[src/rtl/mask_range_decoder.sv]
// Two-stage valid/ready pipeline that turns a bit mask into its lowest/highest set-bit
// indices plus empty and contiguity flags (inverse of the start/end mask generator).
module mask_range_decoder #(
    parameter int  MASK_WIDTH      = 32,
    localparam int MASK_WIDTH_BITS = $clog2(MASK_WIDTH)
) (
    input  logic                       axis_aclk,
    input  logic                       axis_resetn,
    input  logic [MASK_WIDTH-1:0]      in_mask,
    input  logic                       in_valid,
    output logic                       in_ready,
    output logic [MASK_WIDTH_BITS-1:0] out_start_index,
    output logic [MASK_WIDTH_BITS-1:0] out_end_index,
    output logic                       out_empty,
    output logic                       out_contiguous,
    output logic                       out_valid,
    input  logic                       out_ready
);

    logic [MASK_WIDTH-1:0]      r_s1_mask;
    logic                       r_s1_valid;
    logic                       r_s2_valid;
    logic [MASK_WIDTH_BITS-1:0] r_s2_start;
    logic [MASK_WIDTH_BITS-1:0] r_s2_end;
    logic                       r_s2_empty;
    logic                       r_s2_contig;

    logic                       w_s1_load;
    logic                       w_s2_load;
    logic [MASK_WIDTH_BITS-1:0] w_start;
    logic [MASK_WIDTH_BITS-1:0] w_end;
    logic                       w_empty;
    logic                       w_contig;
    logic [MASK_WIDTH-1:0]      w_lowbit;
    logic [MASK_WIDTH-1:0]      w_sum;

    assign w_s2_load = !r_s2_valid || out_ready;
    assign w_s1_load = !r_s1_valid || w_s2_load;
    assign in_ready  = w_s1_load;

    // Lowest set bit wins for start (scan high to low), highest wins for end.
    always_comb begin
        w_start = '0;
        w_end   = '0;
        for (int unsigned i = 0; i < MASK_WIDTH; i++) begin
            if (r_s1_mask[MASK_WIDTH-1-i]) begin
                w_start = MASK_WIDTH_BITS'(MASK_WIDTH - 1 - i);
            end
            if (r_s1_mask[i]) begin
                w_end = MASK_WIDTH_BITS'(i);
            end
        end
    end

    // Adding the isolated lowest bit carries through a single run and clears it;
    // any set bit surviving the AND means a second run exists. Wraps at MASK_WIDTH.
    assign w_empty  = (r_s1_mask == '0);
    assign w_lowbit = r_s1_mask & (~r_s1_mask + MASK_WIDTH'(1));
    assign w_sum    = r_s1_mask + w_lowbit;
    assign w_contig = !w_empty && ((w_sum & r_s1_mask) == '0);

    always_ff @(posedge axis_aclk or negedge axis_resetn) begin
        if (!axis_resetn) begin
            r_s1_valid <= 1'b0;
            r_s1_mask  <= '0;
        end else if (w_s1_load) begin
            r_s1_valid <= in_valid;
            if (in_valid) begin
                r_s1_mask <= in_mask;
            end
        end
    end

    always_ff @(posedge axis_aclk or negedge axis_resetn) begin
        if (!axis_resetn) begin
            r_s2_valid  <= 1'b0;
            r_s2_start  <= '0;
            r_s2_end    <= '0;
            r_s2_empty  <= 1'b0;
            r_s2_contig <= 1'b0;
        end else if (w_s2_load) begin
            r_s2_valid <= r_s1_valid;
            if (r_s1_valid) begin
                r_s2_start  <= w_start;
                r_s2_end    <= w_end;
                r_s2_empty  <= w_empty;
                r_s2_contig <= w_contig;
            end
        end
    end

    assign out_valid       = r_s2_valid;
    assign out_start_index = r_s2_start;
    assign out_end_index   = r_s2_end;
    assign out_empty       = r_s2_empty;
    assign out_contiguous  = r_s2_contig;

endmodule

[config.mk]
export PLATFORM = sky130hd
export DESIGN_NAME = mask_range_decoder
export DESIGN_NICKNAME = d
export VERILOG_FILES = /design/src/rtl/mask_range_decoder.sv
export SDC_FILE = /design/constraint.sdc
export NUM_CORES = 1
export LEC_CHECK = 0
export CAP_MARGIN = 20
export CORE_AREA = 10 10 92 134
export CTS_CLUSTER_DIAMETER = 50
export DETAILED_ROUTE_END_ITERATION = 12
export DIE_AREA = 0 0 102 144
export PLACE_DENSITY = 0.65
export RECOVER_POWER = 50
export SLEW_MARGIN = 0
export SYNTH_ARGS = -nofsm -noshare
export SYNTH_HDL_FRONTEND = slang
export SYNTH_SLANG_ARGS = --single-unit
export TNS_END_PERCENT = 50
[constraint.sdc]
create_clock -name axis_aclk -period 6.7 [get_ports axis_aclk]
set_input_delay 1.34 -clock axis_aclk [delete_from_list [all_inputs] [get_ports axis_aclk]]
set_output_delay 1.34 -clock axis_aclk [all_outputs]
set_load 0.02 [all_outputs]
==> impl_metrics.yaml <==
sta:
  hold_violations: 0
  finalSetupViolCount: 0
  finalSetupTns_ns: 0
  relSlewSlack_pct: -47.44
  min_period_over_period_pct: 59.68
  worst_pin_slew_ns: 2.212
  maxSlewViolCount: 41
  rsz0062_at_grt: "false"
  setup_ws_ns: 2.702
  timing.hold.ws_ns: 0.4872
  min_period_ns: 3.998
  max_freq_mhz: 250.1
  fin_skew_ns: 0.005420
synth:
  syn-instance-count: 397
  synth_edf_count: 0
  netlist_area_sq_um: 3406
  ys_ff_latch: 46
  async_flop_share_pct: 100.0
  syn_nets: 433
  ys_types: 64
  yosysWarnings: 0
  ys.flop_type: "dfrtp_1"
  syn_area_per_cell_sq_um: 8.579
  synth-seq-area-share_pct: 33.80
final_layout:
  fin_nets: 461
  layout.area.seq_sq_um: 1151
  n_fill_cell: 1018
  layout_common_cells: "46 x dfrtp_1, 42 x clkdlybuf4s50_1, 38 x nand2_1"
  fin_cells: 543
  multiInputGateArea_sq_um: 2069
  area_delta_synth_final_pct: 19.58
  final_common_cell: "dfrtp_1"
  fin_area_sq_um: 4073
  drive_above_1_share_pct: 13.15
  utilization_pct: 40.64
  antenna_cells: 0
clock_tree:
  cts_resized: 0
  ctsLongestPathBuffers: 2
  numCtsBuffers: 5
  clk_pin_slew_ns: 0.07
  cts_setup_buffers: 0
  clock_latency_ns: 0.29
  h-tree-depth: 2
  cts_tree: "built"
  cts-root-buf: "clkbuf_16"
  cts_sinks: 46
  cts_hold_repair.buffers: 0
hold_path:
  min_to: "out_end_index[4]$_DFFE_PN0P_"
  hold_class: "reg -> reg"
  min_from: "out_end_index[4]$_DFFE_PN0P_"
  hold_depth: 2
setup_path:
  critPathMaxFanout: 3
  cp-start-kind: "primary input"
  reg2reg_depth: 8
  r2r_start: "r_s1_mask[18]$_DFFE_PN0P_"
  arrival_ns: 2.66
  r2r_end: "out_contiguous$_DFFE_PN0P_"
  regToRegSetupSlack_ns: 3.71
  end_kind: "primary output"
  crit_type: "in -> out"
  required_ns: 5.36
place:
  dp_slack_ns: 2.774
  place_area_sq_um: 3920
  dp_hpwl_mm: 7.657
  dp_cells: 534
  place_congestion: 0.9643
  port_buffers: 49
global_routing:
  grt_usage_pct: 13.92
  grt-ovfl-total: 0
  grt_max_degree: 47
  grt_pass1_vias: 3276
  grt_antenna_before_repair: 0
  grt_pass1_wl_mm: 16.37
route:
  routed_wl_mm: 9.991
  firstDrtPassIters: 5
  wl_per_cell_um: 18.40
  viasPerCell: 5.869
  ant_nets: 0
  drt_iter0_markers: 190
  drcViolationCount: 0
  vias: 3187
job:
  cap_viol_max_count: 1
power:
  power_density_nw_per_um2: 229.4
  ir_drop_uv: 114.5
  power.leakage_nw: 1.532
  p_total_mw: 0.9344
floorplan:
  pin_count: 50
  start_util_pct: 33.98
  die_y_um: 144
  chipWidth_um: 102
  placementRows: 45
  core_sq_um: 10020
  die-area_sq_um: 14690
outcome:
  violations: "max-capacitance violations, max-slew violations"
  outcome: "finished, violations left"
-- worst max-delay path by stage --
stage / startpoint / to / slack [ns]
floorplan: out_ready / in_ready / 3.74
global placement: out_ready / in_ready / 2.79
detailed placement: out_ready / in_ready / 2.77
CTS: out_ready / in_ready / 2.77
global route: out_ready / in_ready / 2.66
finish: out_ready / in_ready / 2.70
-- layer usage --
metal	GRT usage [%]	wire, um
met2	24.89	5337
met3	2.292	493
met5	0	0
met1	15.13	3705
met4	7.526	454
-- report_power, final --
part | switching (mW) | total, mW | internal, mW | leakage, nW
Combinational | 0.141 | 0.269 | 0.128 | 0.915
Sequential | 0.0934 | 0.409 | 0.316 | 0.546
Clock | 0.116 | 0.256 | 0.140 | 0.0704
Total | 0.350 | 0.934 | 0.584 | 1.53
-- worst max-delay path: stages --
cell,delay (ns)
dlygate4sd3_1,0.54
nand3b_1,0.15
clkdlybuf4s50_1,0.62
-- sequential cells by signal, indices dropped and copies added (netlist names) --
register,cells
r_s1_mask,32
out_empty,1
out_contiguous,1
out_start_index,5
out_end_index,5
out_valid,1
r_s1_valid,1
-- logic make-up after synthesis --
family / count (synthesis) / share of synthesized area, %
and+or+nand+nor: 150 / 25.68
AOI/OAI and AO/OA: 123 / 24.51
DFF: 46 / 33.80
buffers and inverters: 46 / 5.437
muxes: 32 / 10.58
-- synthesized netlist by cell type, types with 4 or more instances --
library cell / number / area (sq um)
dfrtp_1: 46 / 1151
nand2_1: 38 / 142.6
a21oi_1: 33 / 165.2
mux2_2: 32 / 360.4
nor2_1: 29 / 108.9
o21ai_0: 22 / 110.1
clkbuf_1: 19 / 71.32
inv_1: 15 / 56.30
nand2b_1: 15 / 93.84
nor4_1: 10 / 62.56
o31ai_1: 10 / 75.07
buf_2: 7 / 35.03
nor3_1: 7 / 35.03
nand4_1: 6 / 37.54
nor2b_1: 6 / 37.54
and3_1: 5 / 31.28
nand3_1: 5 / 25.02
o211ai_1: 5 / 37.54
or4_1: 5 / 37.54
a211oi_1: 4 / 30.03
a21boi_0: 4 / 30.03
nor4b_1: 4 / 35.03
o21ai_1: 4 / 20.02
o22ai_1: 4 / 25.02
-- layout make-up --
class | count | area share (%)
clock buffers | 5 | 3.072
multi-input cells | 305 | 50.81
flip-flops and latches | 46 | 28.26
inverters | 16 | 1.475
well taps | 117 | 3.594
repair buffers | 51 | 12.17
clock inverters | 3 | 0.6144
No activity file was read; power rests on OpenSTA's default activity.
